`src/rtl/uart_pkg.sv`:
```
// Shared UART definitions: receiver FSM states, data width and even-parity helper.
package uart_pkg;

  localparam int UartDataWidth = 8;

  typedef enum logic [2:0] {
    IDLE,
    START,
    DATA,
    PARITY,
    STOP,
    BREAK
  } uart_rx_state_e;

  // Bit that makes the total number of ones (data + parity) even.
  function automatic logic even_parity(input logic [UartDataWidth-1:0] data);
    return ^data;
  endfunction

endpackage

```
`src/rtl/uart_rx_fifo.sv`:
```
// Receive FIFO: power-of-two depth, drops a push when full unless a pop frees a slot that cycle.
module uart_rx_fifo #(
  parameter int Depth = 4,
  parameter int Width = 8
) (
  input  logic             clk_i,
  input  logic             rst_ni,
  input  logic             push,
  input  logic [Width-1:0] wdata,
  input  logic             pop,
  output logic [Width-1:0] rdata,
  output logic             full,
  output logic             empty
);

  localparam int PtrW = $clog2(Depth);
  localparam int LvlW = PtrW + 1;

  if (Depth < 2 || (Depth & (Depth - 1)) != 0) begin : gen_depth_chk
    $error("uart_rx_fifo: Depth must be a power of two and at least 2");
  end

  logic [Width-1:0] mem [Depth];
  logic [PtrW-1:0]  wr_ptr_q, rd_ptr_q;
  logic [LvlW-1:0]  level_q;
  logic             wr_en, rd_en;

  assign full  = (level_q == LvlW'(Depth));
  assign empty = (level_q == '0);
  assign rd_en = pop && !empty;
  assign wr_en = push && (!full || rd_en);

  // Head is forced to zero while empty so the output is clean out of reset.
  assign rdata = empty ? '0 : mem[rd_ptr_q];

  always_ff @(posedge clk_i) begin
    if (wr_en) mem[wr_ptr_q] <= wdata;
  end

  always_ff @(posedge clk_i or negedge rst_ni) begin
    if (!rst_ni) begin
      wr_ptr_q <= '0;
      rd_ptr_q <= '0;
      level_q  <= '0;
    end else begin
      if (wr_en) wr_ptr_q <= wr_ptr_q + 1'b1;
      if (rd_en) rd_ptr_q <= rd_ptr_q + 1'b1;
      case ({wr_en, rd_en})
        2'b10:   level_q <= level_q + 1'b1;
        2'b01:   level_q <= level_q - 1'b1;
        default: level_q <= level_q;
      endcase
    end
  end

endmodule

```
`src/rtl/uart_rx.sv`:
```
// Oversampling UART receiver (8N1, or 8E1 when UART_RX_PARITY_EN is defined) feeding a valid/ready FIFO.
module uart_rx
  import uart_pkg::*;
#(
  parameter int ClockFrequency = 50_000_000,
  parameter int BaudRate       = 115_200,
  parameter int FifoDepth      = 4
) (
  input  logic                     clk_i,
  input  logic                     rst_ni,
  input  logic                     uart_rx_i,
  output logic [UartDataWidth-1:0] rx_data_o,
  output logic                     rx_valid_o,
  input  logic                     rx_ready_i,
  output logic                     frame_err_o,
  output logic                     overrun_o,
  output logic                     parity_err_o
);

  localparam int ClksPerBit = ClockFrequency / BaudRate;
  localparam int CntW       = $clog2(ClksPerBit);
  localparam logic [CntW-1:0] CntHalf = CntW'(ClksPerBit / 2 - 1);
  localparam logic [CntW-1:0] CntFull = CntW'(ClksPerBit - 1);

  if (ClksPerBit < 8) begin : gen_clks_chk
    $error("uart_rx: ClockFrequency / BaudRate must be at least 8");
  end

  logic                     sync_p0, rx_s;
  uart_rx_state_e           state_q, state_d;
  logic [CntW-1:0]          cnt_q;
  logic [2:0]               bit_idx_q;
  logic [UartDataWidth-1:0] shift_q;
  logic                     par_bad;
  logic                     sample;
  logic                     cnt_load, bit_clr, shift_en, push;
  logic                     frame_set, parity_set;
  logic [CntW-1:0]          cnt_load_val;
  logic                     fifo_full, fifo_empty, pop;
  logic                     frame_err_q, overrun_q, parity_err_q;
`ifdef UART_RX_PARITY_EN
  logic                     par_chk;
`endif

  // Two-flop synchronizer; idles high so reset does not look like a start bit.
  always_ff @(posedge clk_i or negedge rst_ni) begin
    if (!rst_ni) begin
      sync_p0 <= 1'b1;
      rx_s    <= 1'b1;
    end else begin
      sync_p0 <= uart_rx_i;
      rx_s    <= sync_p0;
    end
  end

  assign sample = (cnt_q == '0);

  always_ff @(posedge clk_i or negedge rst_ni) begin
    if (!rst_ni) state_q <= IDLE;
    else         state_q <= state_d;
  end

  always_comb begin
    state_d = state_q;
    case (state_q)
      IDLE:   if (!rx_s) state_d = START;
      START:  if (sample) state_d = rx_s ? IDLE : DATA;
      DATA: begin
        if (sample && bit_idx_q == 3'd7) begin
`ifdef UART_RX_PARITY_EN
          state_d = PARITY;
`else
          state_d = STOP;
`endif
        end
      end
      PARITY: if (sample) state_d = STOP;
      STOP:   if (sample) state_d = rx_s ? IDLE : BREAK;
      BREAK:  if (rx_s) state_d = IDLE;
      default: state_d = IDLE;
    endcase
  end

  always_comb begin
    cnt_load     = 1'b0;
    cnt_load_val = CntFull;
    bit_clr      = 1'b0;
    shift_en     = 1'b0;
    push         = 1'b0;
    frame_set    = 1'b0;
    parity_set   = 1'b0;
`ifdef UART_RX_PARITY_EN
    par_chk      = 1'b0;
`endif
    case (state_q)
      IDLE: begin
        cnt_load     = !rx_s;
        cnt_load_val = CntHalf;
      end
      START: begin
        cnt_load = sample && !rx_s;
        bit_clr  = sample && !rx_s;
      end
      DATA: begin
        cnt_load = sample;
        shift_en = sample;
      end
      PARITY: begin
        cnt_load = sample;
`ifdef UART_RX_PARITY_EN
        par_chk  = sample;
`endif
      end
      STOP: begin
        // A bad stop bit masks any parity result.
        if (sample) begin
          if (!rx_s)        frame_set  = 1'b1;
          else if (par_bad) parity_set = 1'b1;
          else              push       = 1'b1;
        end
      end
      default: ;
    endcase
  end

  always_ff @(posedge clk_i or negedge rst_ni) begin
    if (!rst_ni) begin
      cnt_q     <= '0;
      bit_idx_q <= '0;
    end else begin
      if (cnt_load)         cnt_q <= cnt_load_val;
      else if (cnt_q != '0) cnt_q <= cnt_q - 1'b1;
      if (bit_clr)          bit_idx_q <= '0;
      else if (shift_en)    bit_idx_q <= bit_idx_q + 1'b1;
    end
  end

  // LSB arrives first, so new bits enter at the top and shift down.
  always_ff @(posedge clk_i) begin
    if (shift_en) shift_q <= {rx_s, shift_q[UartDataWidth-1:1]};
  end

`ifdef UART_RX_PARITY_EN
  always_ff @(posedge clk_i or negedge rst_ni) begin
    if (!rst_ni)      par_bad <= 1'b0;
    else if (bit_clr) par_bad <= 1'b0;
    else if (par_chk) par_bad <= (rx_s != even_parity(shift_q));
  end
`else
  assign par_bad = 1'b0;
`endif

  assign pop = rx_valid_o && rx_ready_i;

  uart_rx_fifo #(
    .Depth (FifoDepth),
    .Width (UartDataWidth)
  ) u_fifo (
    .clk_i  (clk_i),
    .rst_ni (rst_ni),
    .push   (push),
    .wdata  (shift_q),
    .pop    (pop),
    .rdata  (rx_data_o),
    .full   (fifo_full),
    .empty  (fifo_empty)
  );

  assign rx_valid_o = !fifo_empty;

  always_ff @(posedge clk_i or negedge rst_ni) begin
    if (!rst_ni) begin
      frame_err_q  <= 1'b0;
      overrun_q    <= 1'b0;
      parity_err_q <= 1'b0;
    end else begin
      frame_err_q  <= frame_set;
      overrun_q    <= push && fifo_full && !pop;
      parity_err_q <= parity_set;
    end
  end

  assign frame_err_o  = frame_err_q;
  assign overrun_o    = overrun_q;
  assign parity_err_o = parity_err_q;

endmodule

```
`config.mk`:
```
export PLATFORM = sky130hd
export DESIGN_NAME = uart_rx
export DESIGN_NICKNAME = d
export VERILOG_FILES = /design/src/rtl/uart_pkg.sv /design/src/rtl/uart_rx_fifo.sv /design/src/rtl/uart_rx.sv
export SDC_FILE = /design/constraint.sdc
export NUM_CORES = 1
export LEC_CHECK = 0
export CAP_MARGIN = 20
export CORE_AREA = 2 2 73 145
export DETAILED_ROUTE_END_ITERATION = 7
export DIE_AREA = 0 0 75 147
export PLACE_DENSITY_LB_ADDON = 0.2
export SKIP_LAST_GASP = 1
export SLEW_MARGIN = 5
export SYNTH_ARGS = -nofsm -noshare
export SYNTH_HDL_FRONTEND = slang
export SYNTH_SLANG_ARGS = --single-unit
export TNS_END_PERCENT = 10
```
`constraint.sdc`:
```
create_clock -name clk_i -period 3 [get_ports clk_i]
set_input_delay 0.45 -clock clk_i [delete_from_list [all_inputs] [get_ports clk_i]]
set_output_delay 0.45 -clock clk_i [all_outputs]
set_load 0.1 [all_outputs]
```
==> impl_metrics.yaml <==
timing:
  period_needed_ps: 2539
  slew_viol_final: 0
  holdWs_ps: 352.6
  setup_viol: 0
  relSlewSlack: 0.5836
  hold_viol: 0
  rsz0062_at_grt: "false"
  finalCritPeriodShare: 0.8465
  clock_skew_ps: 6.510
  max_freq_mhz: 393.8
  fin_setup_tns_ps: 0
  tightest_slew_ps: 624.6
power:
  p_switching_mw: 1.179
  power_frac_clock: 0.352
  p_sw_frac: 0.3699
  comb_power_share: 0.306
  p_int_mw: 2.007
  power_density_mw_per_mm2: 906.5
  p_leak_nw: 1.348
  ir_drop_mv: 0.4177
  sequentialPowerShare: 0.341
placed_design:
  place_area_mm2: 0.003189
  dpl.hpwl_um: 3406
  place_congestion: 0.7557
  portBuffers: 14
clocking:
  ctsHoldBuffers: 0
  post_cts_buffers: 0
  cts.clk_slew.worst_paths_ps: 50
  clk_path_buf_depth: 2
  clock_latency_ps: 330
  postCtsResizedCells: 0
  clkSinkCount: 66
  cts_root_buf: "clkbuf_16"
  cts-htree-levels: 3
  cts_buffers: 9
  tritoncts: "done"
critical_path:
  crit_required_ps: 3210
  reg2regPathDepth: 12
  r2r_slack_ps: 460
  crit_path_end_kind: "register"
  regToRegEndpoint: "u_fifo.level_q[2]"
  crit_fanout: 7
  cp.arrival_ps: 2750
  timing_worst_setup_path_type: "reg -> reg"
  r2r-start: "cnt_q[0]"
  cp-startpoint: "cnt_q[0]"
  start_kind: "register"
  crit_end: "u_fifo.level_q[2]"
yosys:
  syn_avg_cell_area_um2: 14.66
  yosysUniqueCellTypes: 46
  synth-seq-cells: 66
  ys_async_sr_fraction: 0.3939
  synth.cell_area_mm2: 0.002917
  synth-edff-count: 40
  syn_nets: 213
  synth_mux_area_frac: 0.08451
  synth_warnings: 0
  synth_top_family_by_area: "simple AND/OR/NAND/NOR gates"
  synth_simple_gate_area_share: 0.1394
  seq_area_frac_synth: 0.6358
  synth-xor-area-share: 0.02102
  synthAdderAreaFrac: 0.04547
  synth_compound_area_frac: 0.04633
  synth_cells: 199
  synthFlopType: "edfxtp_1"
cells_and_area:
  drive_above_1_share: 0.2345
  nets: 235
  final_cell_area_mm2: 0.003515
  layout_commonest_cell: "edfxtp_1"
  most-common-layout-cells: "edfxtp_1 (40), dfrtp_1 (24), buf_4 (14), and2_1 (13), inv_1 (12)"
  antenna_cells: 0
  n_fill_cell: 956
  area_growth_pct: 20.51
die:
  dieArea_mm2: 0.01103
  row_count: 52
  ios: 16
  die_y_um: 147
  start_util: 0.2930
  core_mm2: 0.009955
  fp.dieW_um: 75
global_route:
  antenna_found_initial: 0
  grt_pass1_vias: 1747
  grt_pass1_wl_um: 8666
  globalRoute.totalOverflow: 0
  grt_max_degree: 27
  grt.total_usage: 0.1076
run:
  maxCapViolations: 0
drt:
  antenna_left: 0
  drt_iter0_drc: 78
  wirelength_um: 5162
  post_drt_wl_per_cell_um: 14.30
  viasPerCell: 4.548
  route.detailed.drc: 0
  drtPass1Iterations: 4
  vias: 1642
run_status:
  status: "finished clean"
hold_path:
  min_path_type: "reg -> reg"
-- stage by stage --
stage                     worst slack (ps)    util  power [mW]  instances
after detailed placement             157.2  0.3204       2.100        345
after global placement               215.2  0.3204       2.090        345
final                                460.5  0.3531       3.186        361
after CTS                            407.2  0.3531       3.235        361
after global routing                 220.9  0.3531       3.318        361
after floorplan                      221.1       -       1.903        199
-- routing by layer --
layer  routed length (um)  vias to the layer above  GRT usage  part of all wire
met5                    0                        -          0                 0
met4                   85                        0    0.04554             0.016
met3                  172                        8    0.03704             0.033
met2                 2360                       28     0.1522              0.46
met1                 2543                      833     0.1490              0.49
li1                     -                      773          -                 -
-- worst min-delay path by stage --
stage	startpoint	to	slack (ps)	cells past startpoint
floorplan	rst_ni	bit_idx_q[0]	150	0
global placement	sync_p0	rx_s	350	0
detailed placement	sync_p0	rx_s	350	0
CTS	sync_p0	rx_s	350	0
global route	sync_p0	rx_s	360	0
finish	sync_p0	rx_s	350	0
-- sequential cells by signal, indices dropped and copies added, names as in the netlist --
register,count
frame_err_o,1
sync_p0,1
overrun_o,1
shift_q,8
u_fifo.rd_ptr_q,2
state_q,3
rx_s,1
u_fifo.level_q,3
cnt_q,9
u_fifo.mem,32
bit_idx_q,3
u_fifo.wr_ptr_q,2
-- synthesized netlist by cell type, types with 2 or more instances --
library cell / number / area (um2)
xor2_1: 3 / 26.28
a21oi_1: 5 / 25.02
mux4_2: 8 / 180.2
nand2_1: 10 / 37.54
edfxtp_1: 40 / 1201
nor2_1: 11 / 41.29
dfrtp_1: 24 / 600.6
nor3_1: 7 / 35.03
xnor2_1: 4 / 35.03
dfstp_2: 2 / 52.55
mux2i_1: 4 / 40.04
inv_1: 12 / 45.04
nor3_4: 2 / 32.53
or3_1: 2 / 12.51
o21ai_0: 6 / 30.03
nor4_1: 2 / 12.51
ha_1: 9 / 112.6
and2_1: 13 / 81.33
o211a_1: 2 / 20.02
a22o_2: 2 / 20.02
nand3_1: 3 / 15.01
clkbuf_1: 3 / 11.26
nand3b_1: 2 / 15.01
-- cells by family after synthesis --
| family | Yosys count |
|---|---|
| other cells | 1 |
| simple gates | 63 |
| xor+xnor | 7 |
| flops | 66 |
| fa+ha+maj | 10 |
| mux | 14 |
| compound gates | 20 |
| buf+inv | 18 |
-- worst max-delay path, cell delays in order, from the launching register on --
cell and delay [ps]:
dfrtp_1 410, inv_1 90, ha_1 160, nor2b_1 250, nand4_4 200, nor4b_4 440
inv_1 80, ha_1 210, inv_1 70, fa_1 170, xor2_1 140, nor2_1 60
xor2_1 130
-- power groups by stage --
stage                     Combinational, mW  Clock, mW  Sequential [mW]
after floorplan                       0.873          0             1.03
after global placement                0.981          0             1.11
after detailed placement              0.991          0             1.11
after CTS                             0.990       1.15             1.09
after global routing                   1.02       1.19             1.10
final                                 0.976       1.12             1.09
-- cell type report --
cell class / instances / area (um2) / area share
flip-flops and latches: 66 / 1854 / 0.5276
multi-input cells: 115 / 985.9 / 0.2805
clock buffers: 9 / 225.2 / 0.06408
well taps: 135 / 168.9 / 0.04806
repair buffers: 17 / 135.1 / 0.03845
clock inverters: 7 / 100.1 / 0.02848
inverters: 12 / 45.04 / 0.01282
(Power assumes the default switching activity.)
